### config.mk
export PLATFORM = sky130hd
export DESIGN_NAME = button_event_ctrl
export DESIGN_NICKNAME = d
export VERILOG_FILES = /design/src/rtl/button_event_pkg.sv /design/src/rtl/button_debounce_core.sv /design/src/rtl/button_event_ctrl.sv
export SDC_FILE = /design/constraint.sdc
export NUM_CORES = 1
export LEC_CHECK = 0
export CORE_MARGIN = 8
export CORE_UTILIZATION = 65
export CTS_CLUSTER_DIAMETER = 60
export DETAILED_ROUTE_END_ITERATION = 7
export DONT_BUFFER_PORTS = 1
export GPL_ROUTABILITY_DRIVEN = 0
export GPL_TIMING_DRIVEN = 0
export PLACE_DENSITY_LB_ADDON = 0.2
export REMOVE_ABC_BUFFERS = 1
export SLEW_MARGIN = 15
export SYNTH_ARGS = -nofsm -noshare
export SYNTH_HDL_FRONTEND = slang
export SYNTH_SLANG_ARGS = --single-unit
### constraint.sdc
create_clock -name i_Clk -period 5.6 [get_ports i_Clk]
set_clock_uncertainty 0.1 [all_clocks]
set_input_delay 0.56 -clock i_Clk [delete_from_list [all_inputs] [get_ports i_Clk]]
set_output_delay 0.56 -clock i_Clk [all_outputs]
set_load 0.05 [all_outputs]
### src/rtl/button_event_pkg.sv
// Shared types and default limits for the button gesture path.
// Latency: none (types and constants only).
// Backpressure: none (types and constants only).
package button_event_pkg;

    // Gesture codes as seen by the consumer on o_Event_Code.
    typedef enum logic [1:0] {
        EVT_SHORT        = 2'd0,
        EVT_DOUBLE       = 2'd1,
        EVT_LONG         = 2'd2,
        EVT_LONG_RELEASE = 2'd3
    } event_code_t;

    // Gesture classifier states.
    typedef enum logic [2:0] {
        ST_IDLE      = 3'd0,
        ST_PRESS1    = 3'd1,
        ST_LONG_HELD = 3'd2,
        ST_GAP       = 3'd3,
        ST_WAIT_REL  = 3'd4
    } gesture_state_t;

    // Defaults assume a 25 MHz clock: 10 ms debounce, 1 s long press, 300 ms click gap.
    localparam int unsigned DEF_DEBOUNCE_LIMIT = 250000;
    localparam int unsigned DEF_LONG_LIMIT     = 25000000;
    localparam int unsigned DEF_GAP_LIMIT      = 7500000;

    // Used to size the timer shared by the long-press and click-gap measurements.
    function automatic int unsigned max_u(input int unsigned a, input int unsigned b);
        return (a > b) ? a : b;
    endfunction

endpackage

### src/rtl/button_debounce_core.sv
// Synchronises the raw button and only follows it after it has been stable for LIMIT cycles.
// Latency: o_Level changes LIMIT+3 cycles after a clean raw edge (2 sync + LIMIT+1 counting).
// Backpressure: none; free-running, any glitch restarts the stability window.
module button_debounce_core
    import button_event_pkg::*;
#(
    parameter int unsigned c_DEBOUNCE_LIMIT = DEF_DEBOUNCE_LIMIT
) (
    input  logic i_Clk,
    input  logic i_Rst_n,
    input  logic i_Button,
    output logic o_Level
);

    localparam int unsigned          CNT_W   = $clog2(c_DEBOUNCE_LIMIT + 1);
    localparam logic [CNT_W-1:0]     CNT_MAX = CNT_W'(c_DEBOUNCE_LIMIT);

    logic             sync1_q;
    logic             sync2_q;
    logic             level_q;
    logic [CNT_W-1:0] cnt_q;

    // Two-flop synchroniser, then count how long the synced input has disagreed with the level.
    always_ff @(posedge i_Clk or negedge i_Rst_n) begin
        if (!i_Rst_n) begin
            sync1_q <= 1'b0;
            sync2_q <= 1'b0;
            level_q <= 1'b0;
            cnt_q   <= '0;
        end else begin
            sync1_q <= i_Button;
            sync2_q <= sync1_q;
            if ((sync2_q != level_q) && (cnt_q < CNT_MAX)) begin
                cnt_q <= cnt_q + CNT_W'(1);
            end else if ((sync2_q != level_q) && (cnt_q == CNT_MAX)) begin
                level_q <= sync2_q;
                cnt_q   <= '0;
            end else begin
                cnt_q <= '0;
            end
        end
    end

    assign o_Level = level_q;

endmodule

### src/rtl/button_event_ctrl.sv
// Classifies the debounced button into SHORT/DOUBLE/LONG/LONG_RELEASE gestures.
// Latency: event valid one cycle after the classifier decides; DOUBLE one cycle after the second rise.
// Backpressure: single-entry valid/ack register; an event arriving while one is pending and unacked is dropped with an o_Overrun pulse.
module button_event_ctrl
    import button_event_pkg::*;
#(
    parameter int unsigned c_DEBOUNCE_LIMIT = DEF_DEBOUNCE_LIMIT,
    parameter int unsigned c_LONG_LIMIT     = DEF_LONG_LIMIT,
    parameter int unsigned c_GAP_LIMIT      = DEF_GAP_LIMIT
) (
    input  logic       i_Clk,
    input  logic       i_Rst_n,
    input  logic       i_Button,
    input  logic       i_Ack,
    output logic       o_Event_Valid,
    output logic [1:0] o_Event_Code,
    output logic       o_Overrun,
    output logic       o_Level
);

    localparam int unsigned      TMR_LIMIT = max_u(c_LONG_LIMIT, c_GAP_LIMIT);
    localparam int unsigned      TMR_W     = $clog2(TMR_LIMIT + 1);
    localparam logic [TMR_W-1:0] TMR_MAX   = TMR_W'(TMR_LIMIT);
    localparam logic [TMR_W-1:0] LONG_T    = TMR_W'(c_LONG_LIMIT);
    localparam logic [TMR_W-1:0] GAP_T     = TMR_W'(c_GAP_LIMIT);

    logic           level_w;
    logic           level_prev_q;
    logic           rise_q;
    logic           fall_q;

    gesture_state_t state_q;
    logic [TMR_W-1:0] timer_q;

    logic           emit_vld;
    event_code_t    emit_code;

    logic           valid_q, valid_d;
    event_code_t    code_q, code_d;
    logic           overrun_q, overrun_d;

    button_debounce_core #(
        .c_DEBOUNCE_LIMIT (c_DEBOUNCE_LIMIT)
    ) u_debounce (
        .i_Clk    (i_Clk),
        .i_Rst_n  (i_Rst_n),
        .i_Button (i_Button),
        .o_Level  (level_w)
    );

    // Registered edge pulses of the debounced level; the classifier sees nothing else.
    always_ff @(posedge i_Clk or negedge i_Rst_n) begin
        if (!i_Rst_n) begin
            level_prev_q <= 1'b0;
            rise_q       <= 1'b0;
            fall_q       <= 1'b0;
        end else begin
            level_prev_q <= level_w;
            rise_q       <= level_w & ~level_prev_q;
            fall_q       <= ~level_w & level_prev_q;
        end
    end

    // Gesture state and the shared timer, which restarts on every state entry and saturates.
    always_ff @(posedge i_Clk or negedge i_Rst_n) begin
        if (!i_Rst_n) begin
            state_q <= ST_IDLE;
            timer_q <= '0;
        end else begin
            if (timer_q != TMR_MAX) begin
                timer_q <= timer_q + TMR_W'(1);
            end
            case (state_q)
                ST_IDLE: begin
                    if (rise_q) begin
                        state_q <= ST_PRESS1;
                        timer_q <= '0;
                    end
                end
                ST_PRESS1: begin
                    // A release in the same cycle as expiry counts as a click, not a long press.
                    if (fall_q) begin
                        state_q <= ST_GAP;
                        timer_q <= '0;
                    end else if (timer_q == LONG_T) begin
                        state_q <= ST_LONG_HELD;
                        timer_q <= '0;
                    end
                end
                ST_LONG_HELD: begin
                    if (fall_q) begin
                        state_q <= ST_IDLE;
                        timer_q <= '0;
                    end
                end
                ST_GAP: begin
                    // A second press in the same cycle as gap expiry still makes a double click.
                    if (rise_q) begin
                        state_q <= ST_WAIT_REL;
                        timer_q <= '0;
                    end else if (timer_q == GAP_T) begin
                        state_q <= ST_IDLE;
                        timer_q <= '0;
                    end
                end
                ST_WAIT_REL: begin
                    if (fall_q) begin
                        state_q <= ST_IDLE;
                        timer_q <= '0;
                    end
                end
                default: begin
                    state_q <= ST_IDLE;
                    timer_q <= '0;
                end
            endcase
        end
    end

    // Events produced by the state transitions above, with the same edge-over-timer priority.
    always_comb begin
        emit_vld  = 1'b0;
        emit_code = EVT_SHORT;
        case (state_q)
            ST_PRESS1: begin
                if (!fall_q && (timer_q == LONG_T)) begin
                    emit_vld  = 1'b1;
                    emit_code = EVT_LONG;
                end
            end
            ST_LONG_HELD: begin
                if (fall_q) begin
                    emit_vld  = 1'b1;
                    emit_code = EVT_LONG_RELEASE;
                end
            end
            ST_GAP: begin
                if (rise_q) begin
                    emit_vld  = 1'b1;
                    emit_code = EVT_DOUBLE;
                end else if (timer_q == GAP_T) begin
                    emit_vld  = 1'b1;
                    emit_code = EVT_SHORT;
                end
            end
            default: ;
        endcase
    end

    // Single-entry event slot: an ack frees it in the same cycle a new event may load.
    always_comb begin
        valid_d   = valid_q;
        code_d    = code_q;
        overrun_d = 1'b0;
        if (emit_vld) begin
            if (!valid_q || i_Ack) begin
                valid_d = 1'b1;
                code_d  = emit_code;
            end else begin
                overrun_d = 1'b1;
            end
        end else if (valid_q && i_Ack) begin
            valid_d = 1'b0;
        end
    end

    // Event slot registers.
    always_ff @(posedge i_Clk or negedge i_Rst_n) begin
        if (!i_Rst_n) begin
            valid_q   <= 1'b0;
            code_q    <= EVT_SHORT;
            overrun_q <= 1'b0;
        end else begin
            valid_q   <= valid_d;
            code_q    <= code_d;
            overrun_q <= overrun_d;
        end
    end

    assign o_Event_Valid = valid_q;
    assign o_Event_Code  = code_q;
    assign o_Overrun     = overrun_q;
    assign o_Level       = level_w;

endmodule

==> metrics <==
Detailed Route WL 5180 um; Post-DRT Antenna Nets 0; drt first pass iters 4; ys flop type dfrtp_1; I/O Buffers 0; Diodes inserted 0; Max-Cap Viols 0; worst hold path type primary input to asynchronous set/reset pin; die width 83.3 um; Final nets 303; R2R setup slack 2490 ps; Leak 1.32 nW; Flop pwr share 62.4%; Final Cycle Share 55.5%; pin count of the biggest net entering global routing 57; clk buf depth 2; vias per cell 5.99; asr flop ratio synth 100%; initial core utilization 67.7%; FF+latch count, synth 56; Reg clk slew, reported paths 100 ps; Final Power 655 uW; setup TNS 0 ps; top cells by area, synth dfrtp_1, xor2_1, nor2_2; Period minus WS final 3110 ps; Top Ports 9; first-iteration detailed-routing DRC count 107; Final WS setup 2490 ps; Die Area 0.00695 mm^2; WHS 6.04 ps; Slew Viols, Final 0; fmax 322 MHz; worst endpoint data arrival time 3200 ps; CTS resizes 0; Clock Tree Root clkbuf_8; Syn-to-layout area delta 4.54%; global-route wire length before repair 9290 um; worst-path fanout max 13; CTS Buf Count 5; Yosys cell types 48; setup violators final 0; core footprint 0.00435 mm^2; Comb power frac 2.6%; die height 83.3 um; Place WS 2470 ps; RSZ-0062 raised after global routing false; dpl hpwl 3560 um; synth warn 0; commonest cells in the netlist dfrtp_1, xor2_1, nor2_1, nand2_1, nand3_1; worst slew pin tran 1070 ps; P_int 512 uW; vias in the first global route 2058; sequential area share after synthesis 47.5%; global route total overflow 0; P_sw 143 uW; via count 2079; TritonCTS Sinks 56; Cell Area, Synth 0.00295 mm^2; Fillers 335; Setup CP Type flop to flop; R2R cell count 8; storage element area 0.00140 mm^2; outcome finished clean; initial antenna violation count 0; crit end category flop; TritonCTS clock tree yes; largest area contributor in the netlist dfrtp_1; switching part of the total power 21.9%; H-tree levels 2; Clock Latency Late Sink 310 ps; Fin. Hold Viols 0; share of layout cells above drive strength 1 12.9%; Yosys top cell area share 47.5%; DR WL/cell 14.9 um; Gate Count Post-Synth 299; CP Data Required Time 5690 ps; maximum VDD drop 0.138 mV; clock power share 35.0%; CP startpoint kind flop; syn_area_per_cell 9.86 um^2; Cell Rows 24; Worst slew margin 27.9%; EDFF count, synth 0; pwr dens 213 mW/mm^2; drt drc 0; Global Route Usage Sum 15.6%; Multi-input gate area 0.00145 mm^2; most common cell in the synthesized netlist dfrtp_1
## through the flow
step / util [%] / instance area [um^2] / instances
after CTS: 70.7 / 3080 / 347
after floorplan: - / 2870 / 285
after detailed placement: 67.8 / 2950 / 338
after global placement: 67.5 / 2940 / 337
after global routing: 70.8 / 3080 / 347
final: 70.8 / 3080 / 347
## critical path, stage by stage, from the launching register on
cell and delay [ps]:
dfrtp_1 440, inv_1 110, ha_1 150, nor4b_2 220, nand4_1 190, or4_1 710
a211oi_4 760, buf_8 250, a21oi_1 60
## state kept, by name, summed over array words and instances (netlist names)
| signal | cells |
|---|---|
| u_debounce.sync1_q | 1 |
| state_q | 3 |
| timer_q | 25 |
| u_debounce.cnt_q | 18 |
| u_debounce.sync2_q | 1 |
| o_Event_Code | 2 |
| level_prev_q | 1 |
| o_Event_Valid | 1 |
| fall_q | 1 |
| o_Overrun | 1 |
| rise_q | 1 |
| u_debounce.o_Level | 1 |
## layout make-up
type	instances	area share, %
inverter	8	0.974
clock inverter	2	0.487
multi-input combinational	221	46.9
clock buffer	6	2.68
tap	52	2.11
timing repair buffer	2	1.38
sequential	56	45.5
## power by group through the flow
stage	clock network, mW	logic [mW]	registers (mW)
after CTS	0.235	0.0175	0.409
after detailed placement	0	0.00761	0.417
after global routing	0.249	0.0209	0.409
final	0.229	0.0169	0.409
after floorplan	0	0.00586	0.417
after global placement	0	0.00731	0.417
## worst paths after layout
check,start,end
min,i_Rst_n,timer_q[24]
min reg2reg,u_debounce.sync1_q,u_debounce.sync2_q
max reg2reg,timer_q[0],timer_q[23]
max,timer_q[0],timer_q[23]
min in group i_Clk,i_Button,u_debounce.sync1_q
max in group asynchronous,i_Rst_n,timer_q[12]
## metal layers
layer	GRT usage (%)	wire (um)	vias up	share of wire, %
li1	-	-	1018	-
met1	19.4	2440	1029	47
met2	26.5	2550	27	49
met3	3.52	160	5	3.1
met4	4.15	33	0	0.64
met5	0	0	-	0
## cell usage in the layout, fill, tap and decap left out, drive strengths merged, types with 2 or more instances in the layout
cell and n:
and2 3, dfrtp 56, nor4b 3, nor4 3
and3 6, inv 8, nand2 23, a2111oi 2
nand2b 3, nand3 21, clkbuf 6, nor2 50
a21oi 7, nand4b 4, xor2 31, or3 2
ha 5, o31ai 2, and4 6, nor2b 3
nor3 5, nand3b 3, buf 2, o21ai 7
a211oi 3, clkinvlp 2, xnor2 6, nand4 11
## repair_timing
action	4_1_cts	5_1_grt
setup buffers	0	0
hold endpoints to repair	56	0
hold buffers	1	0
## logic make-up (layout without fill, tap and decap cells)
family                     after synthesis  in the layout  share of synthesized area, %
and+or+nand+nor                        151            151                          29.0
DFF                                     56             56                          47.5
xor gates and xnor gates                37             37                          11.0
AOI/OAI and AO/OA                       27             27                          6.41
buffers and inverters                   22             18                          3.57
adders and majority gates                5              5                          2.12
muxes                                    1              1                         0.382
(Power assumes the default switching activity.)
